<file path="src/rtl/din_debounce.sv">
// din_debounce
//   Input conditioning stage placed in front of the positive-edge detector FSMs.
//   It synchronises an asynchronous raw input into the clk domain and only
//   accepts a new level after DEBOUNCE_CYCLES consecutive equal synced samples.
//   Every qualification that is aborted early is counted in a saturating
//   glitch counter.
//
// Ports
//   clk        in   1         rising-edge clock
//   rst        in   1         synchronous, active-high reset
//   din_raw    in   1         asynchronous raw input (button / line)
//   dout       out  1         debounced level (registered), feeds edge detector din
//   busy       out  1         1 while a level change is being qualified (registered)
//   glitch_cnt out  GLITCH_W  rejected transitions, saturates at all-ones (registered)

module din_debounce #(
  parameter int SYNC_STAGES     = 2,
  parameter int DEBOUNCE_CYCLES = 4,
  parameter int GLITCH_W        = 8
) (
  input  logic                clk,
  input  logic                rst,
  input  logic                din_raw,
  output logic                dout,
  output logic                busy,
  output logic [GLITCH_W-1:0] glitch_cnt
);

  localparam int CNT_W = $clog2(DEBOUNCE_CYCLES + 1);

  typedef enum logic [1:0] {
    STABLE_LO = 2'd0,
    WAIT_HI   = 2'd1,
    STABLE_HI = 2'd2,
    WAIT_LO   = 2'd3
  } state_t;

  logic [SYNC_STAGES-1:0] sync_q, sync_d;
  state_t                 state_q, state_d;
  logic [CNT_W-1:0]       cnt_q, cnt_d;
  logic [GLITCH_W-1:0]    glitch_cnt_q, glitch_cnt_d;
  logic                   dout_q, dout_d;
  logic                   busy_q, busy_d;
  logic                   s;
  logic                   cnt_done;

  // Only the last synchroniser stage is allowed to influence the filter.
  assign s        = sync_q[SYNC_STAGES-1];
  assign cnt_done = (cnt_q == CNT_W'(DEBOUNCE_CYCLES - 1));

  // Synchroniser shift, state transitions, counters and output decode.
  always_comb begin
    sync_d       = {sync_q[SYNC_STAGES-2:0], din_raw};
    state_d      = state_q;
    cnt_d        = cnt_q;
    glitch_cnt_d = glitch_cnt_q;
    dout_d       = 1'b0;
    busy_d       = 1'b0;

    case (state_q)
      STABLE_LO: begin
        if (s) begin
          state_d = WAIT_HI;
          cnt_d   = CNT_W'(1);
        end else begin
          cnt_d   = '0;
        end
      end
      WAIT_HI: begin
        if (!s) begin
          // Level fell back before qualification finished: reject it.
          state_d = STABLE_LO;
          cnt_d   = '0;
          if (glitch_cnt_q != {GLITCH_W{1'b1}}) begin
            glitch_cnt_d = glitch_cnt_q + GLITCH_W'(1);
          end else begin
            glitch_cnt_d = glitch_cnt_q;
          end
        end else if (cnt_done) begin
          state_d = STABLE_HI;
          cnt_d   = '0;
        end else begin
          cnt_d   = cnt_q + CNT_W'(1);
        end
      end
      STABLE_HI: begin
        if (!s) begin
          state_d = WAIT_LO;
          cnt_d   = CNT_W'(1);
        end else begin
          cnt_d   = '0;
        end
      end
      WAIT_LO: begin
        if (s) begin
          // Level rose back before qualification finished: reject it.
          state_d = STABLE_HI;
          cnt_d   = '0;
          if (glitch_cnt_q != {GLITCH_W{1'b1}}) begin
            glitch_cnt_d = glitch_cnt_q + GLITCH_W'(1);
          end else begin
            glitch_cnt_d = glitch_cnt_q;
          end
        end else if (cnt_done) begin
          state_d = STABLE_LO;
          cnt_d   = '0;
        end else begin
          cnt_d   = cnt_q + CNT_W'(1);
        end
      end
      default: begin
        // Unreachable encodings fall back to the safe low state.
        state_d = STABLE_LO;
        cnt_d   = '0;
      end
    endcase

    // Outputs are decoded from the next state so they register together with it.
    if ((state_d == STABLE_HI) || (state_d == WAIT_LO)) begin
      dout_d = 1'b1;
    end else begin
      dout_d = 1'b0;
    end
    if ((state_d == WAIT_HI) || (state_d == WAIT_LO)) begin
      busy_d = 1'b1;
    end else begin
      busy_d = 1'b0;
    end
  end

  // State, counter, synchroniser and output registers with synchronous reset.
  always_ff @(posedge clk) begin
    if (rst) begin
      sync_q       <= '0;
      state_q      <= STABLE_LO;
      cnt_q        <= '0;
      glitch_cnt_q <= '0;
      dout_q       <= 1'b0;
      busy_q       <= 1'b0;
    end else begin
      sync_q       <= sync_d;
      state_q      <= state_d;
      cnt_q        <= cnt_d;
      glitch_cnt_q <= glitch_cnt_d;
      dout_q       <= dout_d;
      busy_q       <= busy_d;
    end
  end

  assign dout       = dout_q;
  assign busy       = busy_q;
  assign glitch_cnt = glitch_cnt_q;

endmodule

</file>
<file path="config.mk">
export PLATFORM = sky130hd
export DESIGN_NAME = din_debounce
export DESIGN_NICKNAME = d
export VERILOG_FILES = /design/src/rtl/din_debounce.sv
export SDC_FILE = /design/constraint.sdc
export NUM_CORES = 1
export LEC_CHECK = 0
export CORE_AREA = 3 3 40 42
export DETAILED_ROUTE_END_ITERATION = 6
export DIE_AREA = 0 0 43 45
export DONT_BUFFER_PORTS = 1
export HOLD_SLACK_MARGIN = 0.03
export PLACE_DENSITY_LB_ADDON = 0.1
export SLEW_MARGIN = 20
export SYNTH_ARGS = -nofsm -noshare
export SYNTH_HDL_FRONTEND = slang
export SYNTH_SLANG_ARGS = --single-unit
</file>
<file path="constraint.sdc">
create_clock -name clk -period 1.3 [get_ports clk]
set_input_delay 0.26 -clock clk [delete_from_list [all_inputs] [get_ports clk]]
set_output_delay 0.26 -clock clk [all_outputs]
set_load 0.005 [all_outputs]
</file>
* After elaboration in Yosys (flattened, before gate mapping) *
Cells that the tools add are included.

cells by class
  $add $sub $neg = 2
  multipliers = 0
  divide/modulo/power cells = 0
  $lt $le $gt $ge = 0
  equal/unequal tests = 10
  shift-type cells = 0
  mux-type cells = 19
  bitwise gates (word level) = 0
  reductions and logical operators = 5

operators by type and width
  operator                                                          number
  8-bit two-way mux                                                 3
  8-bit one-hot mux with 2 select lines                             1
  2-bit two-way mux                                                 6
  3-bit one-hot mux with 4 select lines                             1
  3-bit two-way mux                                                 3
  8-bit by 1-bit adder with 8-bit output (second input constant)    1
  2-bit == test (second input constant)                             4
  8-bit inequality test (second input constant)                     1
  2-bit one-hot mux with 4 select lines                             1
  2-bit by 1-bit == test with 1-bit output (second input constant)  2
  1-bit two-way mux                                                 4
  2-bit inequality test (second input constant)                     2
  3-bit by 1-bit adder with 3-bit output (second input constant)    1
  3-bit by 2-bit == test with 1-bit output (second input constant)  1
  3-bit AND reduction                                               1
  2-bit logical NOT                                                 1
  1-bit logical OR                                                  2
  2-bit nonzero test                                                1

storage, ports and cells
  bits in registers = 17
  latch bits = 0
  RAM bits = 0
  bits in read-only memories = 0
  input bits = 3
  output and inout bits = 10
  logic and storage cells = 42
  memories = 0

* Depth between registers and ports, before layout *
  word-level depth = 7
  gate-level depth with buffers = 6

* Worst setup path before layout *
No wires, ideal clock.

  path type = register to register
  start = register glitch_cnt_q[0] (netlist: glitch_cnt[0])
  end = register glitch_cnt_q[4] (netlist: glitch_cnt[4])
  data arrival time = 1.337 ns
  slack = -0.108 ns
  stages on the path, launching flop included = 7
  period minus slack after synthesis = 1.408 ns
  cell sequence = dfxtp_1 > ha_1 > nand4_1 > o211ai_2 > buf_6 > or3_1 > a21oi_1

on the way
  cells in the longest elaborated chain, start to end = 4

ends and longest elaborated chain
  item                                                                             line    RTL
  from (decl)                                                                      41      logic [GLITCH_W-1:0] glitch_cnt_q, glitch_cnt_d;
  from (signal assigned)                                                           144     glitch_cnt_q <= glitch_cnt_d;
  8-bit by 1-bit adder with 8-bit output or 8-bit inequality test (tied branches)  n/a
  8-bit two-way mux (*)                                                            74, 99
  8-bit two-way mux (on tied branches)                                             95, 70
  8-bit one-hot mux with 2 select lines (*)                                        60      case (state_q)

Every way passes the cells marked *; elsewhere a longest branch is shown, timed or not. The select of a mux whose other input is x is not followed.
A chain may end at the register's enable or synchronous reset.

* Final worst setup path *
  start = register glitch_cnt_q[1] (netlist: glitch_cnt[1])
  end = register glitch_cnt_q[7] (netlist: glitch_cnt[7])

Same word-level chain as after synthesis.

==> results.toml <==
[layout]
final_core_util_pct = 65.1
diodes = 0
final_cell_mix = "14 x dfxtp_1, 13 x buf_4, 5 x a21oi_1"
n_fill_cell = 103
final_common_cell = "dfxtp_1"
syn_to_final_growth_pct = 28.4
final_nets = 90
drive_above_1_share_pct = 27.7

[routing]
num_vias = 545
wire_per_inst_microns = 12.7
drt_iter0_drc = 9
first_pass_iters = 4
via_per_inst = 5.56
drc = 0
antenna_left = 0
wl_microns = 1240

[clocking]
cts_buffer_depth = 2
cts.clk_slew.worst_paths_ns = 0.08
postCtsHoldBufs = 2
cts-root-buf = "clkbuf_4"
cts_tree = "yes"
cts.sinks = 16
cts_max_level = 1
post_cts_buffers = 0
clkLatencyLatePin_ns = 0.28
numCtsBuffers = 3

[global_route]
grt_overflow = 0
grt_pass1_wl_microns = 1970
grt_max_degree = 13
grt_usage_pct = 14.6
grt_pass1_vias = 491
antenna_found_initial = 0

[worst_setup_path]
worst_r2r_endpoint = "glitch_cnt[7]"
crit_type = "reg2reg"
endpoint_kind = "flip-flop"
setup.worst_path.start_class = "flip-flop"
rr_worst_depth = 5
rrSetupSlack_ns = -0.14
critPathRequiredTime_ns = 1.52
arrival_ns = 1.66
rr_startpoint = "glitch_cnt[1]"
crit_fanout = 6

[outcome]
failed_checks = "setup timing"
outcome = "complete, but fails checks"

[floorplanning]
die_height_microns = 45
die_area_sq_mm = 0.00194
row_count = 13
top_level_ports = 13
die_x_microns = 43
core_sq_mm = 0.00128
start_util_pct = 50.7

[pwr]
leakagePower_nw = 0.354
powerDensity_mw_per_mm2 = 923
total_power_mw = 0.772
ir_drop_uv = 586

[placed_design]
dp_hpwl_microns = 861
gp_congestion = 0.668
portBuffers = 0

[min_path]
holdPathStages = 1
holdPathEnd = "glitch_cnt[0]"
worst_hold_path_type = "in2reg"
worstHoldStart = "rst"

[sta]
setup_viol = 7
skew_ns = 0.00123
tightest_slew_ns = 0.278
setup_slack_ns = -0.140
fin_crit_ns = 1.44
max_slew_margin_pct = 81.4
max_freq_mhz = 694
setup_tns_ns = -0.375
slew_viol_final = 0
hold_viol = 0
min_period_over_period_pct = 111
grt_setup_unrepaired = "yes"

[yosys]
synth_top_area_share_pct = 49.1
syn_avg_cell_area_sq_um = 9.88
ys_types = 27
synth_seq_cells = 16
yosysSeqAreaShare_pct = 49.1
yosys_warnings = 0
synth_area_leaders = "dfxtp_1 49%, a21oi_1 3.8%, ha_1 3.8%"
syn_area_sq_um = 652
synth_top_cell_by_area = "dfxtp_1"
syn_nets = 71
postSynthCellCount = 66

[run]
cap_violations = 0
-- Yosys cell counts (all sizes together) --
library cell,n
a211oi,1
a21boi,1
a21oi,5
and2,3
and3,1
and4,1
buf,1
clkbuf,1
dfxtp,16
ha,2
inv,3
mux2i,2
nand2,3
nand3,2
nand3b,1
nand4,2
nor2,4
nor2b,2
nor3,1
o2111a,1
o211ai,1
o21ai,3
o31ai,2
or3,3
or4,2
xnor2,1
xor2,1
-- how the worst max path moves through the flow --
stage                     to  depth (start not counted)  slack [ns]          start
2_1_floorplan  glitch_cnt[4]                          6       0.003  glitch_cnt[0]
3_3_place_gp   glitch_cnt[7]                          5       -0.11  glitch_cnt[1]
3_5_place_dp   glitch_cnt[5]                          5       -0.13  glitch_cnt[1]
4_1_cts        glitch_cnt[5]                          5       -0.08  glitch_cnt[1]
5_1_grt        glitch_cnt[7]                          5       -0.22  glitch_cnt[1]
6_report       glitch_cnt[7]                          5       -0.14  glitch_cnt[1]
-- power breakdown --
group	internal [mW]	leakage, nW	switching [mW]
Combinational	0.0158	0.209	0.0111
Sequential	0.497	0.131	0.00470
Clock	0.107	0.0138	0.137
Total	0.620	0.354	0.153
-- layout make-up --
class / instances / area (sq um) / share of cell area, %
Clock buffer: 3 / 22.5 / 2.69
Inverter: 3 / 11.3 / 1.35
Multi-Input combinational cell: 46 / 344 / 41.1
Sequential cell: 16 / 323 / 38.6
Tap cell: 15 / 18.8 / 2.24
Timing Repair Buffer: 15 / 118 / 14.1
-- critical path, stage by stage (launching register included) --
cell	delay, ns
dfxtp_2	0.34
ha_4	0.16
nand4_1	0.16
o211ai_2	0.15
or4_1	0.44
a21oi_1	0.13
-- routing by layer --
layer | track usage (%) | part of all wire, %
met1 | 14.5 | 45
met2 | 22.5 | 44
met3 | 9.96 | 7.9
met5 | 0 | 0
met4 | 9.04 | 2.7
-- metrics by stage --
| step | instance area, sq um | instances | hold slack (ns) | worst slack, ns |
|---|---|---|---|---|
| 2_1_floorplan | 667 | 66 | 0.332 | 0.00262 |
| 3_3_place_gp | 768 | 92 | 0.327 | -0.113 |
| 3_5_place_dp | 768 | 92 | 0.330 | -0.130 |
| 4_1_cts | 825 | 97 | 0.0214 | -0.0820 |
| 5_1_grt | 837 | 98 | 0.00353 | -0.221 |
| 6_report | 837 | 98 | 0.0372 | -0.140 |
-- kinds of logic (layout without fill, tap and decap cells) --
kind of cell / after synthesis / count (layout) / synth area share (%)
and+or+nand+nor: 25 / 25 / 21.7
AOI/OAI and AO/OA: 14 / 15 / 14.4
muxes: 2 / 2 / 3.07
buffers and inverters: 5 / 21 / 4.03
xor gates and xnor gates: 2 / 2 / 3.84
adders and majority gates: 2 / 2 / 3.84
DFF: 16 / 16 / 49.1
-- state kept, by name, indices dropped and copies added (netlist names) --
signal	count
busy	1
cnt_q	3
glitch_cnt	8
state_q	2
sync_q	2
-- repair_timing --
| item | 4_1_cts | 5_1_grt |
|---|---|---|
| hold endpoints to repair | 9 | 9 |
| pin swaps | 1 | 0 |
| gates resized for setup | 2 | 0 |
| setup endpoints to repair | 7 | 7 |
| gates cloned | 0 | 1 |
Power figures use the tool's default switching activity.
